==> config.mk <==
export PLATFORM = sky130hd
export DESIGN_NAME = csa_nibble_sequencer_flat
export DESIGN_NICKNAME = d
export VERILOG_FILES = /design/src/rtl/csa_nibble_sequencer_if.sv /design/src/rtl/csa_nibble_sequencer.sv /design/src/flat_wrapper.sv
export SDC_FILE = /design/constraint.sdc
export NUM_CORES = 1
export LEC_CHECK = 0
export BUFFER_PORTS_ARGS = -buffer_cell sky130_fd_sc_hd__clkbuf_2
export CORE_ASPECT_RATIO = 0.7
export CORE_MARGIN = 4
export CORE_UTILIZATION = 49
export DETAILED_ROUTE_END_ITERATION = 10
export GPL_TIMING_DRIVEN = 0
export PLACE_DENSITY_LB_ADDON = 0.1
export SLEW_MARGIN = 30
export SYNTH_ARGS = -nofsm -noshare
export SYNTH_HDL_FRONTEND = slang
export SYNTH_SLANG_ARGS = --single-unit
==> constraint.sdc <==
create_clock -name clk -period 3.1 [get_ports clk]
set_clock_uncertainty 0.1 [all_clocks]
set_input_delay 0.62 -clock clk [delete_from_list [all_inputs] [get_ports clk]]
set_output_delay 0.62 -clock clk [all_outputs]
set_load 0.1 [all_outputs]
==> src/rtl/csa_nibble_sequencer_if.sv <==
// Operand/result bus for csa_nibble_sequencer.
// master: producer/consumer side (drives operands and out_ready).
// slave : adder side (drives in_ready, result and status).
// The ovf signal exists only when CSA_OVF_DETECT_EN is defined.
interface csa_nibble_sequencer_if #(
    parameter int unsigned WIDTH = 16
);
    logic             in_valid;
    logic             in_ready;
    logic [WIDTH-1:0] a;
    logic [WIDTH-1:0] b;
    logic             cin;
    logic             out_valid;
    logic             out_ready;
    logic [WIDTH-1:0] sum;
    logic             cout;
    logic             busy;
`ifdef CSA_OVF_DETECT_EN
    logic             ovf;

    modport master (
        output in_valid, a, b, cin, out_ready,
        input  in_ready, out_valid, sum, cout, busy, ovf
    );
    modport slave (
        input  in_valid, a, b, cin, out_ready,
        output in_ready, out_valid, sum, cout, busy, ovf
    );
`else
    modport master (
        output in_valid, a, b, cin, out_ready,
        input  in_ready, out_valid, sum, cout, busy
    );
    modport slave (
        input  in_valid, a, b, cin, out_ready,
        output in_ready, out_valid, sum, cout, busy
    );
`endif
endinterface

==> src/rtl/csa_nibble_sequencer.sv <==
// Sequenced WIDTH-bit adder built on one shared 4-bit carry-select slice.
// One nibble is committed per cycle; the result is presented after WIDTH/4
// cycles and held until the consumer takes it.
// Ports:
//   clk    - rising-edge clock
//   rst_n  - synchronous active-low reset
//   io     - slave side of csa_nibble_sequencer_if: in_valid/in_ready with
//            a, b, cin; out_valid/out_ready with sum, cout; busy status.
// Optional feature: define CSA_OVF_DETECT_EN to add the signed-overflow
// output io.ovf.
module csa_nibble_sequencer #(
    parameter int unsigned WIDTH = 16
) (
    input  logic                   clk,
    input  logic                   rst_n,
    csa_nibble_sequencer_if.slave  io
);
    localparam int unsigned NIBBLES = WIDTH / 4;
    localparam int unsigned IDX_W   = $clog2(NIBBLES) + 1;
    localparam logic [IDX_W-1:0] LAST_IDX = IDX_W'(NIBBLES - 1);

    if ((WIDTH % 4) != 0 || WIDTH == 0) begin : g_bad_width
        $error("csa_nibble_sequencer: WIDTH must be a nonzero multiple of 4");
    end

    typedef enum logic [1:0] {
        S_IDLE = 2'd0,
        S_RUN  = 2'd1,
        S_DONE = 2'd2
    } state_e;

    state_e           state_q, state_d;
    logic [IDX_W-1:0] idx_q, idx_d;
    logic             carry_q, carry_d;
    logic [WIDTH-1:0] a_q, a_d;
    logic [WIDTH-1:0] b_q, b_d;
    logic [WIDTH-1:0] sum_q, sum_d;
    logic             cout_q, cout_d;
    logic             in_ready_q, in_ready_d;
    logic             out_valid_q, out_valid_d;
    logic             busy_q, busy_d;
`ifdef CSA_OVF_DETECT_EN
    logic             ovf_q, ovf_d;
`endif

    logic [3:0] a_nib, b_nib;
    logic [4:0] s0, s1, sel;

    // Carry-select slice on the nibble addressed by idx
    always_comb begin
        a_nib = '0;
        b_nib = '0;
        for (int unsigned n = 0; n < NIBBLES; n++) begin
            if (idx_q == IDX_W'(n)) begin
                a_nib = a_q[n*4 +: 4];
                b_nib = b_q[n*4 +: 4];
            end
        end
        s0  = {1'b0, a_nib} + {1'b0, b_nib};
        s1  = s0 + 5'd1;
        sel = carry_q ? s1 : s0;
    end

    // Next-state and datapath control
    always_comb begin
        state_d = state_q;
        idx_d   = idx_q;
        carry_d = carry_q;
        a_d     = a_q;
        b_d     = b_q;
        sum_d   = sum_q;
        cout_d  = cout_q;
`ifdef CSA_OVF_DETECT_EN
        ovf_d   = ovf_q;
`endif
        case (state_q)
            S_IDLE: begin
                if (io.in_valid && in_ready_q) begin
                    state_d = S_RUN;
                    a_d     = io.a;
                    b_d     = io.b;
                    carry_d = io.cin;
                    idx_d   = '0;
                    sum_d   = '0;
`ifdef CSA_OVF_DETECT_EN
                    ovf_d   = 1'b0;
`endif
                end
            end
            S_RUN: begin
                for (int unsigned n = 0; n < NIBBLES; n++) begin
                    if (idx_q == IDX_W'(n)) begin
                        sum_d[n*4 +: 4] = sel[3:0];
                    end
                end
                carry_d = sel[4];
                idx_d   = idx_q + IDX_W'(1);
                if (idx_q == LAST_IDX) begin
                    cout_d  = sel[4];
                    state_d = S_DONE;
`ifdef CSA_OVF_DETECT_EN
                    // sel[3] is the MSB of the final sum here
                    ovf_d   = (a_q[WIDTH-1] == b_q[WIDTH-1]) && (sel[3] != a_q[WIDTH-1]);
`endif
                end
            end
            S_DONE: begin
                if (io.out_ready) begin
                    state_d = S_IDLE;
                end
            end
            default: state_d = S_IDLE;
        endcase

        // Status flops track the state being entered so they line up with it
        in_ready_d  = (state_d == S_IDLE);
        out_valid_d = (state_d == S_DONE);
        busy_d      = (state_d != S_IDLE);
    end

    // State and datapath registers
    always_ff @(posedge clk) begin
        if (!rst_n) begin
            state_q     <= S_IDLE;
            idx_q       <= '0;
            carry_q     <= 1'b0;
            a_q         <= '0;
            b_q         <= '0;
            sum_q       <= '0;
            cout_q      <= 1'b0;
            in_ready_q  <= 1'b0;
            out_valid_q <= 1'b0;
            busy_q      <= 1'b0;
`ifdef CSA_OVF_DETECT_EN
            ovf_q       <= 1'b0;
`endif
        end else begin
            state_q     <= state_d;
            idx_q       <= idx_d;
            carry_q     <= carry_d;
            a_q         <= a_d;
            b_q         <= b_d;
            sum_q       <= sum_d;
            cout_q      <= cout_d;
            in_ready_q  <= in_ready_d;
            out_valid_q <= out_valid_d;
            busy_q      <= busy_d;
`ifdef CSA_OVF_DETECT_EN
            ovf_q       <= ovf_d;
`endif
        end
    end

    assign io.in_ready  = in_ready_q;
    assign io.out_valid = out_valid_q;
    assign io.sum       = sum_q;
    assign io.cout      = cout_q;
    assign io.busy      = busy_q;
`ifdef CSA_OVF_DETECT_EN
    assign io.ovf       = ovf_q;
`endif

endmodule

==> src/flat_wrapper.sv <==
// flat-port wrapper written by rule: the top's interface ports become plain ports
module csa_nibble_sequencer_flat 
#(
    parameter int unsigned WIDTH = 16
)
  (clk, rst_n, io_in_valid, io_a, io_b, io_cin, io_out_ready, io_in_ready, io_out_valid, io_sum, io_cout, io_busy);
  csa_nibble_sequencer_if #(.WIDTH(WIDTH)) io_i ();
  input  logic clk;
  input  logic rst_n;
  input wire logic [$bits(io_i.in_valid)-1:0] io_in_valid;
  input wire logic [$bits(io_i.a)-1:0] io_a;
  input wire logic [$bits(io_i.b)-1:0] io_b;
  input wire logic [$bits(io_i.cin)-1:0] io_cin;
  input wire logic [$bits(io_i.out_ready)-1:0] io_out_ready;
  output wire logic [$bits(io_i.in_ready)-1:0] io_in_ready;
  output wire logic [$bits(io_i.out_valid)-1:0] io_out_valid;
  output wire logic [$bits(io_i.sum)-1:0] io_sum;
  output wire logic [$bits(io_i.cout)-1:0] io_cout;
  output wire logic [$bits(io_i.busy)-1:0] io_busy;
  assign io_i.in_valid = io_in_valid;
  assign io_i.a = io_a;
  assign io_i.b = io_b;
  assign io_i.cin = io_cin;
  assign io_i.out_ready = io_out_ready;
  assign io_in_ready = io_i.in_ready;
  assign io_out_valid = io_i.out_valid;
  assign io_sum = io_i.sum;
  assign io_cout = io_i.cout;
  assign io_busy = io_i.busy;
  csa_nibble_sequencer #(.WIDTH(WIDTH)) u_core (.clk(clk), .rst_n(rst_n), .io(io_i));
endmodule
[Word-level counts from Yosys, hierarchy flattened]
Cells that the tools add are included.
Cells by class
  equal/unequal tests: 11
  muxes and demuxes: 23
  add/sub/neg operators: 3
  reductions and logical operators: 13
Operators by type and width (count)
  $mux W4: 12
  $pmux W16 S2: 1
  $mux W16: 1
  $reduce_and A3 Y1: 4
  $ne A2 B1 Y1 const B: 5
  $eq A3 B2 Y1 const B: 2
  $mux W2: 3
  $pmux W2 S3: 1
  $pmux W3 S2: 1
  $reduce_and A2 Y1: 3
  $add A4 B4 Y5: 1
  $add A5 B1 Y5 const B: 1
  $mux W5: 1
  $eq A2 B2 Y1 const B: 2
  $logic_not A2 Y1: 2
  $reduce_bool A2 Y1: 2
  $add A3 B1 Y3 const B: 1
  $eq A3 B1 Y1 const B: 1
  $logic_not A3 Y1: 1
  $mux W3: 1
  $eq A2 B1 Y1 const B: 1
  $pmux W1 S2: 1
  $logic_and A1 B1 Y1: 1
  $mux W1: 1
Word-level totals
  bits in registers: 58
  output and inout port bits: 20

[Depth between registers and ports, before layout]
  depth after elaboration: 10
  mapped depth: 18
  gate-level depth less buffers: 17

[Least setup slack after synthesis]
OpenSTA, ideal clock, no wires.
  path kind: register to register
  start: register u_core.idx_q[1]
  end: register u_core.sum_q[11], in the netlist u_core.io.sum[11]
  setup slack: 0.000 ns
  library setup time: 0.062 ns
  clock period less this slack: 3.100 ns
  arrival: 2.937 ns
  required time: 2.938 ns
  stages on the path, launching flop included: 15
  cells stage by stage: dfxtp_1 -> inv_1 -> ha_1 -> buf_2 -> buf_1 -> a21oi_1 -> o21ai_0 -> a22o_1 -> ha_1 -> inv_1 -> fa_1 -> xor2_2 -> or3_1 -> nor4_1 -> a311o_1
On the way
  cells in the longest elaborated chain, start to end: 10
  elaborated cells on any way between the ends: 19
  those cells by class: add/sub: 2; eq/ne: 4; mux: 11; reduce/logical: 2
Ends and longest elaborated chain
  start: declaration: line csa_nibble_sequencer.sv:33  | logic [IDX_W-1:0] idx_q, idx_d;
  start signal: assignment: line csa_nibble_sequencer.sv:139  | idx_q <= idx_d;
  $logic_not A3 Y1: line csa_nibble_sequencer.sv:54  | if (idx_q == IDX_W'(n)) begin
  $mux W4 (4 in series): line csa_nibble_sequencer.sv:54
  $add A4 B4 Y5: line csa_nibble_sequencer.sv:59  | s0 = {1'b0, a_nib} + {1'b0, b_nib};
  $add A5 B1 Y5: line csa_nibble_sequencer.sv:60  | s1 = s0 + 5'd1;
  $mux W5: line csa_nibble_sequencer.sv:61  | sel = carry_q ? s1 : s0;
  $mux W4: line csa_nibble_sequencer.sv:92  | if (idx_q == IDX_W'(n)) begin
  $pmux W16 S2: line csa_nibble_sequencer.sv:76  | case (state_q)
  end signal: assignment: line csa_nibble_sequencer.sv:143  | sum_q <= sum_d;
  end: declaration: line csa_nibble_sequencer.sv:37  | logic [WIDTH-1:0] sum_q, sum_d;
Parallel ways exist; a longest one is shown, timed or not. The select of a mux whose other input is x is not followed.
A chain may end at the register's enable or synchronous reset.

[Final worst setup path]
  start: register u_core.idx_q[1]
  end: register u_core.sum_q[9], in the netlist u_core.io.sum[9]
Same word-level chain as after synthesis.

==> out/metrics.cfg <==
[detailed_routing]
drtPass1Iterations=4
wl_met2_um=3250
wl_met1_um=3850
wl_um=7670
antenna_left=0
vias_per_cell=5.35
drc_errors=0
wl_met3_um=450
vias=2679
routedWlPerCell_um=15.3
top_layer_used=met4
drt_iter0_drc=125

[run]
max_cap_violations=0

[critical_path]
critPathTopFamily=adder cells
cp_num_cells=16
reg2reg_depth=16
worstPathRequired_ps=3240
worstSetupPathType=flop to flop
endpoint_kind=flop
arrival_ps=3210
crit_slowest_cell=fa_2
critical_path.max_fanout=8
startpoint_type=flop
critPathMaxStageDelay_ps=570
crit_buf_inv=5
crit_chain=inv_2, ha_1, buf_6, buf_8, a21oi_2, o21ai_2, a22o_1, ha_2, inv_2, fa_2, inv_1, ha_2, a21oi_2, nor2_4, mux2i_1, nor2b_1

[final_layout]
diodes=0
multiInputGateArea_um2=1820
ff_latch_area_um2=1170
area_growth_pct=32.4
fillCellCount=515
nets=470
drive_above_1_share=0.308

[placed_design]
hpwlAfterDp_um=5390
gp_congestion=0.846
portBuffers=56
pre_cts_ws_ps=-612

[timing]
fin_crit_ps=3070
setup_ws_ps=29.3
fin_setup_tns_ps=0
fmax_mhz=326
slew_headroom=0.623
drv_slew=0
period_share=0.991
final_hold_viol_count=0
max_slew.worst_pin.slew_ps=566
setup_viol_count_final=0
rsz0062_at_grt=yes

[run_status]
outcome=complete, no violations

[power_and_ir_drop]
max-vdd-ir-drop_uv=260
p_total_mw=1.81
leakage_nw=1.55
cellPowerDensity_nw_per_um2=477

[floorplanning]
die_area_um2=7160
fp.coreArea_um2=5700
start_util=0.504
die_h_um=72.0
row_count=23
io_pins=57
die_w_um=99.5

[clocking]
root_buffer=clkbuf_8
cts.sinks=58
clockBufferDepth=2
insertion_delay_ps=350
clkTransAtPathRegs_ps=60
tritoncts=done
cts.htree.levels=3
cts_buffers=9
cts_hold_buf=0

[synth]
synth_nets=393
synth.avg_cell_area_um2=8.32
yosys.area.top_type_share=0.405
ys_seq_area_frac=0.405
ys_warn_count=0
synth_area_leader_cell=dfxtp_1
synth_area_um2=2870
synth_area_leaders=dfxtp_1 (40%), nand2_1 (12%), a21boi_0 (9.9%), ha_1 (4.4%), mux2i_1 (3.1%)
yosysUniqueCellTypes=39
ys_ff_latch=58
syn_inst=345

[grt]
overflow=0
first_global_vias=2547
grt_use_total=0.226
grt_max_degree=11
grt_pass1_wl_um=12500
antenna_found_initial=0

[worst_hold_path]
holdCritPathClass=flop to flop
hold_path_depth=2

-- layout make-up --
| class | instances | share of cell area |
|---|---|---|
| Clock inverter | 5 | 0.0145 |
| Sequential cell | 58 | 0.308 |
| Clock buffer | 10 | 0.0362 |
| Inverter | 6 | 0.00593 |
| Multi-Input combinational cell | 260 | 0.478 |
| Timing Repair Buffer | 68 | 0.104 |
| Buffer | 19 | 0.0290 |
| Tap cell | 75 | 0.0247 |
-- tightest hold or removal path: stages (launching register included) --
cell	delay (ps)
dfxtp_1	310
nand2_1	50
a21boi_0	60
-- worst paths after layout --
| path | from | end | slack (ps) |
|---|---|---|---|
| setup / recovery | u_core.idx_q[1]$_SDFFE_PN0P_ | u_core.io.sum[9]$_SDFFE_PN0P_ | 30 |
| hold / removal | u_core.b_q[9]$_SDFFE_PN0P_ | u_core.b_q[9]$_SDFFE_PN0P_ | 360 |
| setup reg to reg | u_core.idx_q[1]$_SDFFE_PN0P_ | u_core.io.sum[9]$_SDFFE_PN0P_ | 30 |
| hold reg to reg | u_core.b_q[9]$_SDFFE_PN0P_ | u_core.b_q[9]$_SDFFE_PN0P_ | 360 |
-- cells by family (layout without fill, tap and decap cells) --
family                   Yosys count  count (layout)  synth area share
buffers and inverters             27             108            0.0401
XOR/XNOR                           5               5            0.0179
multiplexers                       9               9            0.0314
adder cells (fa/ha/maj)           11              11            0.0506
AO/OA/AOI/OAI                     83              83             0.222
flip-flops                        58              58             0.405
AND/OR/NAND/NOR                  152             152             0.233
-- cells in the final DEF (no fill, tap or decap), types with 9 or more instances in the layout --
master	n
dfxtp_1	56
mux2i_1	9
nand3_1	9
clkbuf_2	56
nand2_1	93
clkbuf_8	10
nor2_1	10
buf_4	13
a21boi_0	36
clkbuf_1	10
nor2b_1	12
-- through the flow --
stage / hold WS [ps] / cell area [µm²] / instances / utilization
2_1_floorplan: 344 / 2870 / 345 / -
3_3_place_gp: 352 / 3240 / 476 / 0.569
3_5_place_dp: 357 / 3240 / 476 / 0.569
4_1_cts: 367 / 3650 / 495 / 0.640
5_1_grt: 384 / 3800 / 501 / 0.667
6_report: 364 / 3800 / 501 / 0.667
-- power by group --
group | internal [mW] | switching, mW | total [mW]
logic | 0.129 | 0.192 | 0.322
clock network | 0.385 | 0.312 | 0.697
registers | 0.774 | 0.0205 | 0.794
-- metal layers --
layer	up-vias	GRT usage
li1	1335	-
met1	1262	0.324
met2	71	0.326
met3	11	0.0576
met4	0	0.0879
met5	-	0
-- synthesized netlist by cell type --
cell type,number
nand2_1,94
and3_1,1
nor4_1,6
a211o_1,1
a22o_1,8
xor2_2,1
mux2i_1,9
nand2b_1,2
o311ai_0,1
o211a_1,1
a21o_1,1
or3_1,1
xnor2_1,3
buf_1,1
a31oi_4,3
buf_2,5
and2_1,5
nor3_1,1
buf_6,1
a21oi_1,10
nor2b_1,12
xor2_1,1
o221a_2,1
nor2_1,16
nand3_1,9
and3_4,1
o211ai_1,1
a22oi_1,2
a21oi_2,1
and2b_1,1
a21boi_0,38
inv_1,6
ha_1,10
nand4_1,3
dfxtp_1,58
o21ai_0,12
fa_1,1
a311o_1,3
clkbuf_1,14
-- repair_timing --
item | in CTS | in global routing
pin swaps | 14 | 13
gates cloned | 1 | 0
buffers inserted | 5 | 6
hold endpoints to repair | 0 | 0
resized for setup | 41 | 25
endpoints found under the setup margin | 14 | 14
-- state kept, by name, summed over array words and instances (netlist names) --
| signal | count |
|---|---|
| u_core.b_q | 16 |
| u_core.io.cout | 1 |
| u_core.carry_q | 1 |
| u_core.idx_q | 3 |
| u_core.io.sum | 16 |
| u_core.a_q | 16 |
| u_core.io.in_ready | 1 |
| u_core.io.busy | 1 |
| u_core.io.out_valid | 1 |
| u_core.state_q | 2 |
No activity file was read; power rests on OpenSTA's default activity.
